$ cat config.mk
export PLATFORM = sky130hd
export DESIGN_NAME = pipe_stage
export DESIGN_NICKNAME = d
export VERILOG_FILES = /design/src/rtl/pipe_pkg.sv /design/src/rtl/pipe_slice.sv /design/src/rtl/pipe_stage.sv
export SDC_FILE = /design/constraint.sdc
export NUM_CORES = 1
export LEC_CHECK = 0
export CELL_PAD_IN_SITES_DETAIL_PLACEMENT = 0
export CELL_PAD_IN_SITES_GLOBAL_PLACEMENT = 1
export CORE_UTILIZATION = 28
export DETAILED_ROUTE_END_ITERATION = 7
export GPL_TIMING_DRIVEN = 0
export PLACE_DENSITY_LB_ADDON = 0.2
export SETUP_SLACK_MARGIN = 0.15
export SLEW_MARGIN = 10
export SYNTH_ARGS = -nofsm -noshare
export SYNTH_HDL_FRONTEND = slang
export SYNTH_SLANG_ARGS = --single-unit
$ cat constraint.sdc
create_clock -name CLK -period 1.7 [get_ports CLK]
set_clock_uncertainty 0.15 [all_clocks]
set_input_delay 0.255 -clock CLK [delete_from_list [all_inputs] [get_ports CLK]]
set_output_delay 0.255 -clock CLK [all_outputs]
set_load 0.005 [all_outputs]
$ cat src/rtl/pipe_pkg.sv
// Shared constants for the pipe_stage slice chain.
// Also provides the width function for the occupancy port.
package pipe_pkg;

  localparam int PIPE_MAX_DEPTH = 4;

  // Each slice holds at most two entries (main + skid), so 2*depth+1 states.
  function automatic int occ_width(input int depth);
    return $clog2(2 * depth + 1);
  endfunction

endpackage

$ cat src/rtl/pipe_slice.sv
// One register slice: a valid/data main register, plus one skid entry when
// PIPE_SKID_EN is defined so that the upstream ready comes straight from a flop.
module pipe_slice import pipe_pkg::*; #(
  parameter int               WIDTH  = 32,
  parameter logic [WIDTH-1:0] BUBBLE = '0
) (
  input  logic             clk_i,
  input  logic             clr_i,
  input  logic             stall_i,
  input  logic             up_valid_i,
  input  logic [WIDTH-1:0] up_data_i,
  output logic             up_ready_o,
  output logic             dn_valid_o,
  output logic [WIDTH-1:0] dn_data_o,
  input  logic             dn_ready_i,
  output logic [1:0]       occ_o
);

  logic             main_vld_q, main_vld_d;
  logic [WIDTH-1:0] main_dat_q, main_dat_d;

  assign dn_valid_o = main_vld_q;
  assign dn_data_o  = main_dat_q;

`ifdef PIPE_SKID_EN
  logic             skid_vld_q, skid_vld_d;
  logic [WIDTH-1:0] skid_dat_q, skid_dat_d;
  logic             main_free, acc;

  assign up_ready_o = !stall_i && !skid_vld_q;
  assign main_free  = !stall_i && (!main_vld_q || dn_ready_i);
  assign acc        = up_valid_i && up_ready_o;
  assign occ_o      = {1'b0, main_vld_q} + {1'b0, skid_vld_q};

  // The skid is always older than anything arriving, so it drains first.
  always_comb begin
    main_vld_d = main_vld_q;
    main_dat_d = main_dat_q;
    skid_vld_d = skid_vld_q;
    skid_dat_d = skid_dat_q;
    if (main_free) begin
      if (skid_vld_q) begin
        main_vld_d = 1'b1;
        main_dat_d = skid_dat_q;
        skid_vld_d = 1'b0;
        skid_dat_d = BUBBLE;
      end else begin
        main_vld_d = acc;
        main_dat_d = acc ? up_data_i : BUBBLE;
      end
    end else if (acc) begin
      skid_vld_d = 1'b1;
      skid_dat_d = up_data_i;
    end
  end

  always_ff @(posedge clk_i) begin
    if (clr_i) begin
      main_vld_q <= 1'b0;
      main_dat_q <= BUBBLE;
      skid_vld_q <= 1'b0;
      skid_dat_q <= BUBBLE;
    end else begin
      main_vld_q <= main_vld_d;
      main_dat_q <= main_dat_d;
      skid_vld_q <= skid_vld_d;
      skid_dat_q <= skid_dat_d;
    end
  end
`else
  assign up_ready_o = !stall_i && (!main_vld_q || dn_ready_i);
  assign occ_o      = {1'b0, main_vld_q};

  // Emptied slices reload BUBBLE so an invalid output never shows stale data.
  always_comb begin
    main_vld_d = main_vld_q;
    main_dat_d = main_dat_q;
    if (up_ready_o) begin
      main_vld_d = up_valid_i;
      main_dat_d = up_valid_i ? up_data_i : BUBBLE;
    end
  end

  always_ff @(posedge clk_i) begin
    if (clr_i) begin
      main_vld_q <= 1'b0;
      main_dat_q <= BUBBLE;
    end else begin
      main_vld_q <= main_vld_d;
      main_dat_q <= main_dat_d;
    end
  end
`endif

endmodule

$ cat src/rtl/pipe_stage.sv
// Valid/ready pipeline of DEPTH chained pipe_slice registers with flush/stall.
// Define PIPE_SKID_EN to give every slice a skid entry and registered ready.
module pipe_stage import pipe_pkg::*; #(
  parameter int               WIDTH  = 32,
  parameter int               DEPTH  = 1,
  parameter logic [WIDTH-1:0] BUBBLE = '0
) (
  input  logic                         CLK,
  input  logic                         RST,
  input  logic                         in_valid,
  output logic                         in_ready,
  input  logic [WIDTH-1:0]             in_data,
  input  logic                         flush,
  input  logic                         stall,
  output logic                         out_valid,
  input  logic                         out_ready,
  output logic [WIDTH-1:0]             out_data,
  output logic [occ_width(DEPTH)-1:0]  occupancy
);

  localparam int OCC_W = occ_width(DEPTH);

  if (DEPTH < 1 || DEPTH > PIPE_MAX_DEPTH) begin : g_bad_depth
    $error("pipe_stage: DEPTH out of range");
  end
  if (WIDTH < 1 || WIDTH > 256) begin : g_bad_width
    $error("pipe_stage: WIDTH out of range");
  end

  logic [DEPTH:0]            vld_chain, rdy_chain;
  logic [DEPTH:0][WIDTH-1:0] dat_chain;
  logic [DEPTH-1:0][1:0]     slice_occ;
  logic                      clr;
  logic [OCC_W-1:0]          occ_sum;

  // Reset and flush share the clear path; either wins over stall and input.
  assign clr              = RST || flush;
  assign vld_chain[0]     = in_valid;
  assign dat_chain[0]     = in_data;
  assign rdy_chain[DEPTH] = out_ready && !stall;
  assign in_ready         = rdy_chain[0] && !flush && !RST;
  assign out_valid        = vld_chain[DEPTH];
  assign out_data         = dat_chain[DEPTH];

  for (genvar k = 0; k < DEPTH; k++) begin : g_slice
    pipe_slice #(.WIDTH(WIDTH), .BUBBLE(BUBBLE)) u_slice (
      .clk_i      (CLK),
      .clr_i      (clr),
      .stall_i    (stall),
      .up_valid_i (vld_chain[k]),
      .up_data_i  (dat_chain[k]),
      .up_ready_o (rdy_chain[k]),
      .dn_valid_o (vld_chain[k+1]),
      .dn_data_o  (dat_chain[k+1]),
      .dn_ready_i (rdy_chain[k+1]),
      .occ_o      (slice_occ[k])
    );
  end

  always_comb begin
    occ_sum = '0;
    for (int k = 0; k < DEPTH; k++) occ_sum = occ_sum + OCC_W'(slice_occ[k]);
  end

  assign occupancy = occ_sum;

endmodule

==> summary.md <==
| Metric | Value |
|---|---|
| Synthesized instance count | `164` |
| Ys async rst share | `0` |
| Crit path arrival time | `1.43 ns` |
| Largest net degree at the start of global routing | `11` |
| Ys Warns | `0` |
| Initial antenna violation count | `0` |
| Placed Instances | `301` |
| Antenna Cells | `0` |
| F_max | `544 MHz` |
| Non-Filler Instances | `317` |
| Crit path required time | `1.29 ns` |
| HP Class | `in -> reg` |
| GRT Residual Overflow | `0` |
| Synthesized-area fraction occupied by and/or/nand/nor cells | `0.242` |
| Synthesized cell area | `1460 um2` |
| Multiplexer share of the synthesized area | `0` |
| P per Cell Area | `668 nW/um2` |
| Antenna Nets Post-Route | `0` |
| Chip width | `74.1 um` |
| First-pass GRT wire length | `6870 um` |
| Clock Tree Root | `clkbuf_8` |
| DR vias | `1,563` |
| Max-Cap Viols | `0` |
| DRT iter0 DRCs | `82` |
| DPL Wire Length | `2950 um` |
| Seq/Total Area, Yosys | `0.454` |
| Number of register bits inferred by synthesis | `33` |
| Critical path endpoint category | `output port` |
| RSZ-0062 raised after global routing | `true` |
| Finished Core Util | `0.541` |
| CTS tree | `yes` |
| Clock Pin Slew Worst Setup and Hold Paths | `0.07 ns` |
| Violated checks | `negative setup slack` |
| Hold Buf Count CTS | `0` |
| Number of flops mapped to enable cells by yosys | `0` |
| Worst r2r path cells | `9` |
| Via density | `4.93` |
| Synth cell count leaders | `dfxtp_1, a31o_1, nand2_1, nor4_1, clkbuf_1` |
| HP Start | `in_valid` |
| I/O pin total | `74` |
| Fin area | `2620 um2` |
| LEAKAGE | `1.36 nW` |
| GRT Util Overall | `0.166` |
| Yosys top cell area share | `0.454` |
| Setup WS post-layout | `-0.140 ns` |
| Total Wirelength | `4450 um` |
| Avg Cell Area, Syn | `8.87 um2` |
| Crit path max fanout | `2` |
| Worst-margin pin slew | `0.776 ns` |
| Final hold violations | `0` |
| Post-synth top flop | `dfxtp_1` |
| Die Ht | `74.1 um` |
| Yosys top cell by area | `dfxtp_1` |
| Max_slew headroom | `0.483` |
| Worst skew pair latency | `0.28 ns` |
| Clock Sinks | `33` |
| Post-synthesis compound-gate area fraction | `0.199` |
| Minimum clock period | `1.84 ns` |
| Fin crit share | `1.08` |
| Hold Path End | `g_slice[0].u_slice.dn_valid_o` |
| Core Area | `4850 um2` |
| Starting density of the core | `0.300` |
| Ranking of synthesized cells by area | `dfxtp_1, a31o_1, nor4_1, nand2_1, buf_6` |
| Hold WS | `0.167 ns` |
| Share of cells above drive strength 1 | `0.220` |
| Hold depth | `3` |
| Status | `finished, violations left` |
| Nets | `287` |
| Worst Setup Start Kind | `register` |
| Area delta synth->final | `80.1%` |
| Critical Setup Path Class | `reg -> out` |
| Post-DP Area | `2240 um2` |
| Total power | `0.00175 W` |
| Die area | `5490 um2` |
| CTS buffer count | `5` |
| 1st-pass router iterations | `4` |
| Most instantiated library cell after synthesis | `dfxtp_1` |
| Vias in the first global route | `1,414` |
| R2R Path Start | `g_slice[0].u_slice.dn_valid_o` |
| Syn nets | `202` |
| R2R setup slack | `-0.07 ns` |
| Clock Path Buffers | `2` |
| Site Rows | `25` |
| Placer Congestion | `0.662` |
| Final Max Slew Viols | `0` |
| # port buffers | `70` |
| H-tree depth | `2` |
| Reg2reg end | `g_slice[0].u_slice.dn_data_o[15]` |
| XOR/XNOR Fraction of Synth Area | `0` |
| Peak VDD IR | `459 uV` |
| Routed len/inst | `14.0 um` |
| Largest family of logic cells by synthesized area | `simple AND/OR/NAND/NOR gates` |
| Synth cell types | `16` |
| Post-route DRC | `0` |
| Post-synthesis adder-cell area fraction | `0` |
| Final setup violation count | `10` |
area by class of cell:
cell class / count / area, um2
buffer: 25 / 170
clock buffer: 7 / 96.3
clock inverter: 1 / 5.00
fill: 471 / 2230
inverter: 1 / 3.75
multi-input combinational: 105 / 752
sequential: 33 / 673
tap: 67 / 83.8
timing repair buffer: 78 / 837
metrics by stage:
stage | TNS, ns | setup WS (ns)
after global placement | -6.71 | -0.719
final | -0.682 | -0.140
after CTS | -0.986 | -0.177
after global routing | -1.16 | -0.201
after detailed placement | -6.42 | -0.722
after floorplan | 0 | 0.154
repair_timing:
| item | in CTS | in global routing |
|---|---|---|
| buffers inserted | 6 | 0 |
| pin swaps | 6 | 6 |
| setup endpoints to repair | 40 | 58 |
| cloned | 2 | 0 |
| gates resized for setup | 29 | 53 |
| hold endpoints to repair | 0 | 0 |
cells by family after synthesis:
| family | Yosys count |
|---|---|
| and+or+nand+nor | 70 |
| buffers and inverters | 26 |
| DFF | 33 |
| other | 1 |
| AOI/OAI and AO/OA | 34 |
routing by layer:
metal  vias up  global-route usage  wire length, um
met2        59               0.234             1850
met3         7              0.0610              369
met1       726               0.230             2170
met5         -                   0                0
li1        771                   -                -
met4         0              0.0641               58
worst max-delay path, stage by stage (launching register included):
cell     delay [ns]
dfxtp_2        0.32
nor2b_4        0.12
buf_6          0.11
or2_1          0.21
buf_6          0.12
buf_8          0.11
nor2_2         0.06
buf_2          0.11
worst max path at each step:
stage	to	cells after the start	start	slack, ns
floorplan	in_ready	6	g_slice[0].u_slice.dn_valid_o	0.15
global placement	in_ready	8	out_ready	-0.72
detailed placement	in_ready	8	out_ready	-0.72
CTS	in_ready	7	g_slice[0].u_slice.dn_valid_o	-0.18
global route	in_ready	7	g_slice[0].u_slice.dn_valid_o	-0.20
finish	in_ready	7	g_slice[0].u_slice.dn_valid_o	-0.14
power breakdown:
| group | total, W | switching (W) | internal, W |
|---|---|---|---|
| combinational | 0.000304 | 0.000135 | 0.000169 |
| sequential | 0.000798 | 0.00000784 | 0.000790 |
| clock | 0.000648 | 0.000282 | 0.000366 |
cell usage in the layout (no fill, tap or decap), types with 6 or more instances in the layout:
master and count:
dfxtp_1 23, clkbuf_1 10, buf_4 8, buf_6 6, nor4_1 21, clkdlybuf4s50_1 40
nor4_2 8, nand2_1 32, dlymetal6s2s_1 22, clkbuf_8 7, dfxtp_2 10, a31o_1 32
dlygate4sd2_1 7
flip-flops by register name, summed over array words and instances (netlist names):
signal                      count
g_slice.u_slice.dn_data_o      32
g_slice.u_slice.dn_valid_o      1
(Power assumes the default switching activity.)
